--- config.mk ---
export PLATFORM = sky130hd
export DESIGN_NAME = click_sequence_decoder
export DESIGN_NICKNAME = d
export VERILOG_FILES = /design/src/rtl/click_sequence_decoder.sv
export SDC_FILE = /design/constraint.sdc
export NUM_CORES = 1
export LEC_CHECK = 0
export ABC_CLOCK_PERIOD_IN_PS = 1900
export CORE_MARGIN = 10
export CORE_UTILIZATION = 58
export CTS_CLUSTER_SIZE = 16
export DETAILED_ROUTE_END_ITERATION = 6
export MAX_ROUTING_LAYER = met4
export PLACE_DENSITY_LB_ADDON = 0.25
export SLEW_MARGIN = 15
export SYNTH_ARGS = -nofsm -noshare
export SYNTH_HDL_FRONTEND = slang
export SYNTH_SLANG_ARGS = --single-unit
--- constraint.sdc ---
create_clock -name clk -period 1.9 [get_ports clk]
set_clock_uncertainty 0.05 [all_clocks]
set_input_delay 0.38 -clock clk [delete_from_list [all_inputs] [get_ports clk]]
set_output_delay 0.38 -clock clk [all_outputs]
set_load 0.03 [all_outputs]
--- src/rtl/click_sequence_decoder.sv ---
// Groups debounced press pulses that fall within a merge window into one
// multi-click event, presented through a registered valid/ready output.
module click_sequence_decoder #(
    parameter int unsigned WINDOW     = 2000000,
    parameter int unsigned TIMER_W    = 21,
    parameter int unsigned CLICK_W    = 2,
    parameter int unsigned MAX_CLICKS = 3
) (
    input  logic               clk,
    input  logic               rst,
    input  logic               press,
    input  logic               ev_ready,
    output logic               ev_valid,
    output logic [CLICK_W-1:0] ev_count,
    output logic               busy,
    output logic               overflow
);

    localparam logic [TIMER_W-1:0] TIMER_LAST = TIMER_W'(WINDOW - 1);
    localparam logic [CLICK_W-1:0] CLICK_MAX  = CLICK_W'(MAX_CLICKS);
    localparam logic [CLICK_W-1:0] CLICK_ONE  = CLICK_W'(1);

    typedef enum logic {
        IDLE    = 1'b0,
        COLLECT = 1'b1
    } state_e;

    state_e             state_q, state_d;
    logic [CLICK_W-1:0] clicks_q, clicks_d;
    logic [TIMER_W-1:0] timer_q, timer_d;
    logic               ev_valid_q, ev_valid_d;
    logic [CLICK_W-1:0] ev_count_q, ev_count_d;
    logic               busy_q, busy_d;
    logic               overflow_q, overflow_d;

    logic               emit;
    logic [CLICK_W-1:0] emit_count;

    always_ff @(posedge clk) begin
        if (rst) begin
            state_q    <= IDLE;
            clicks_q   <= '0;
            timer_q    <= '0;
            ev_valid_q <= 1'b0;
            ev_count_q <= '0;
            busy_q     <= 1'b0;
            overflow_q <= 1'b0;
        end else begin
            state_q    <= state_d;
            clicks_q   <= clicks_d;
            timer_q    <= timer_d;
            ev_valid_q <= ev_valid_d;
            ev_count_q <= ev_count_d;
            busy_q     <= busy_d;
            overflow_q <= overflow_d;
        end
    end

    always_comb begin
        state_d    = state_q;
        clicks_d   = clicks_q;
        timer_d    = timer_q;
        ev_valid_d = ev_valid_q;
        ev_count_d = ev_count_q;
        overflow_d = overflow_q;
        emit       = 1'b0;
        emit_count = '0;

        case (state_q)
            IDLE: begin
                if (press) begin
                    if (MAX_CLICKS == 1) begin
                        emit       = 1'b1;
                        emit_count = CLICK_ONE;
                    end else begin
                        clicks_d = CLICK_ONE;
                        timer_d  = '0;
                        state_d  = COLLECT;
                    end
                end
            end
            COLLECT: begin
                if (press && (clicks_q + CLICK_ONE == CLICK_MAX)) begin
                    emit       = 1'b1;
                    emit_count = CLICK_MAX;
                    clicks_d   = '0;
                    timer_d    = '0;
                    state_d    = IDLE;
                end else if (press) begin
                    clicks_d = clicks_q + CLICK_ONE;
                    timer_d  = '0;
                end else if (timer_q == TIMER_LAST) begin
                    emit       = 1'b1;
                    emit_count = clicks_q;
                    clicks_d   = '0;
                    timer_d    = '0;
                    state_d    = IDLE;
                end else begin
                    timer_d = timer_q + TIMER_W'(1);
                end
            end
            default: state_d = IDLE;
        endcase

        // An event is only replaced once the consumer has taken the old one.
        if (emit) begin
            if (!ev_valid_q || ev_ready) begin
                ev_valid_d = 1'b1;
                ev_count_d = emit_count;
            end else begin
                overflow_d = 1'b1;
            end
        end else if (ev_valid_q && ev_ready) begin
            ev_valid_d = 1'b0;
        end

        busy_d = (state_d == COLLECT);
    end

    assign ev_valid = ev_valid_q;
    assign ev_count = ev_count_q;
    assign busy     = busy_q;
    assign overflow = overflow_q;

endmodule

==> impl_metrics.csv <==
group,metric,value,unit
worst_hold_path,hold_path.class,"reg2reg",
clock_network,cts.sinks,28,
timing,finalSetupViolations,0,
cells_and_area,utilization,70.6,%
floorplan,fp-row-count,18,
clock_network,htree_levels,1,
critical_path,rr_worst_depth,7,
clock_network,cts_tree,"yes",
timing,clock.fmax,0.540,GHz
cells_and_area,final_area,0.00175,mm²
floorplan,die-area,0.00501,mm²
critical_path,arrival,2.07,ns
clock_network,clk_latency,0.34,ns
synth,syn_inst,179,
floorplan,io_pins,9,
clock_network,cts_inserted_buffers,3,
routing,detail-route-antenna-nets,0,
routing,wire_per_inst,15.0,µm
clock_network,clk_pin_slew,0.15,ns
critical_path,rrSetupSlack,0.05,ns
timing,period_minus_slack,1.85,ns
critical_path,required,2.12,ns
critical_path,crit_path_end,"timer_q[13]",
grt,grtUsageTotal,14.2,%
floorplan,core_area,0.00248,mm²
cells_and_area,final_layout_size_suffix_gt1_share,16.4,%
routing,wl,3.47,mm
cells_and_area,diodes,0,
synth,synth.avg_cell_area,8.35,µm²
grt,grt_first_pass_wirelength,5.99,mm
cells_and_area,final.fill_count,205,
placed_design,dpl_cell_area,0.00168,mm²
timing,period_share,97.4,%
timing,slew_viol_final,0,
routing,via_per_inst,6.20,
critical_path,worstSetupPathType,"reg2reg",
placed_design,port_buffers,8,
critical_path,worstReg2RegStart,"timer_q[0]",
synth,yosys_register_bits,28,
cells_and_area,area_growth,17.0,%
critical_path,startpoint_type,"flip-flop",
grt,gr-total-overflow,0,
critical_path,critPathMaxFanout,10,
critical_path,r2r-end,"timer_q[13]",
synth,synth_enable_flop_cells,0,
clock_network,postCtsHoldBufs,0,
timing,worst_slew_pin_slew,0.313,ns
synth,yosys.area.top_type,"dfxtp_1",
grt,grt_max_degree,16,
pwr,ir_drop,0.635,mV
flow_run,cap_violations,0,
routing,drtPass1Iterations,4,
critical_path,startpoint,"timer_q[0]",
timing,rsz0062_at_grt,"yes",
synth,yosysWarningCount,0,
placed_design,gp_congestion,0.942,
floorplan,start_util,60.3,%
floorplan,dieHeight,70.8,µm
floorplan,die_x,70.8,µm
run_status,status,"finished clean",
worst_hold_path,min_from,"timer_q[20]",
synth,ys_types,43,
cells_and_area,layout.nets,208,
routing,drc_errors,0,
pwr,p_per_area,565,mW/mm²
placed_design,dp_hpwl,2.63,mm
clock_network,root_buffer,"clkbuf_4",
synth,seq_area_frac_synth,37.5,%
synth,synthArstFlopShare,0,%
routing,drtIter0Drc,137,
critical_path,crit_path_end_kind,"flip-flop",
synth,syn_nets,185,
synth,yosys_most_used_dff,"dfxtp_1",
pwr,cellLeakagePower,0.590,nW
grt,antenna_found_initial,0,
synth,yosysTopAreaCellShare,37.5,%
synth,synthesis.area,0.00149,mm²
routing,vias,1432,
timing,slew_headroom,79.1,%
synth,synthTopCellsByArea,"dfxtp_1 (38%), nand2_1 (5.5%), a21oi_1 (5.4%)",
grt,first_global_vias,1324,
timing,hold_viol_final,0,
clock_network,cts_buffer_depth,2,
Yosys cell counts, types with 3 or more instances:
cell	count
and3_1	5
nand2_1	22
nor2_1	9
clkbuf_1	3
o21ai_1	8
nor3_1	5
a22oi_1	3
a21oi_1	16
nand3_1	12
inv_1	4
o21a_1	3
a211oi_1	3
a31oi_1	7
dfxtp_1	28
and2_1	3
nand2b_1	4
and4_1	4
mux2i_1	3
o21ai_0	3
worst max-delay path, cell delays in order, from the launching register on:
cell,delay [ns]
dfxtp_1,0.34
ha_2,0.21
and4_4,0.22
and3_4,0.21
a211oi_4,0.29
buf_4,0.23
a21oi_1,0.08
o22ai_1,0.16
power by group:
part	internal, mW	switching (mW)	leakage [nW]
clock network	0.118	0.181	0.0210
logic	0.0403	0.0519	0.343
registers	0.593	0.00313	0.226
cell usage in the layout (no fill, tap or decap), drive strengths merged, types with 2 or more instances in the layout:
cell and count:
clkdlybuf4s50 8, clkbuf 4, and4 6, a31oi 7, xor2 2, and3 6
nand3 12, buf 15, dfxtp 28, a22oi 3, o21ai 11, a211oi 4
a21oi 17, nand2b 4, nand2 22, o31a 2, o21a 3, o31ai 4
nor4b 2, ha 2, o22ai 2, nor2b 2, nand4 2, inv 4
mux2i 3, nor3 6, and2 3, nor2 9
cell type report:
class	count	area, µm²	share of cell area [%]
sequential	28	561	32.1
timing repair buffer	23	194	11.1
clock buffer	4	36.3	2.08
tap	30	37.5	2.15
multi-input combinational	142	905	51.8
inverter	4	15.0	0.859
worst min path at each step:
stage,end,cells after the start
after global routing,ev_count[1],2
after detailed placement,timer_q[20],2
after CTS,timer_q[20],2
after global placement,timer_q[18],1
after floorplan,timer_q[18],1
final,timer_q[20],2
kinds of logic (layout without fill, tap and decap cells):
group,count (synthesis),count (layout),synth area share [%]
buffers and inverters,9,31,3.27
flip-flops,28,28,37.5
adder cells (fa/ha/maj),2,2,1.67
AND/OR/NAND/NOR,80,80,30.1
XOR/XNOR,3,3,1.76
AO/OA/AOI/OAI,54,54,23.7
multiplexers,3,3,2.01
repair_timing:
| item | CTS | global route |
|---|---|---|
| setup buffers | 0 | 0 |
| gates resized for setup | 0 | 5 |
| endpoints found under the setup margin | 0 | 15 |
flip-flops by register name (all words and copies together), names as in the netlist:
name,count
busy,1
overflow,1
timer_q,21
ev_count,2
ev_valid,1
clicks_q,2
metal layers:
metal  wire [µm]  vias up  global-route usage [%]
met4          57        0                    5.16
met1        1580      665                    18.0
met2        1630       43                    22.0
met3         203        6                    2.65
li1            -      718                       -
met5           0        -                       -
through the flow:
step	cells	TNS (ns)	power [mW]	hold WS, ns	setup slack, ns
finish	231	0	0.987	0.437	0.0487
global route	231	-0.0598	1.02	0.468	-0.0335
CTS	230	0	0.989	0.438	0.0206
detailed placement	226	0	0.698	0.417	0.0587
global placement	226	0	0.696	0.405	0.0726
floorplan	179	0	0.659	0.380	0.145
No activity file was read; power rests on OpenSTA's default activity.
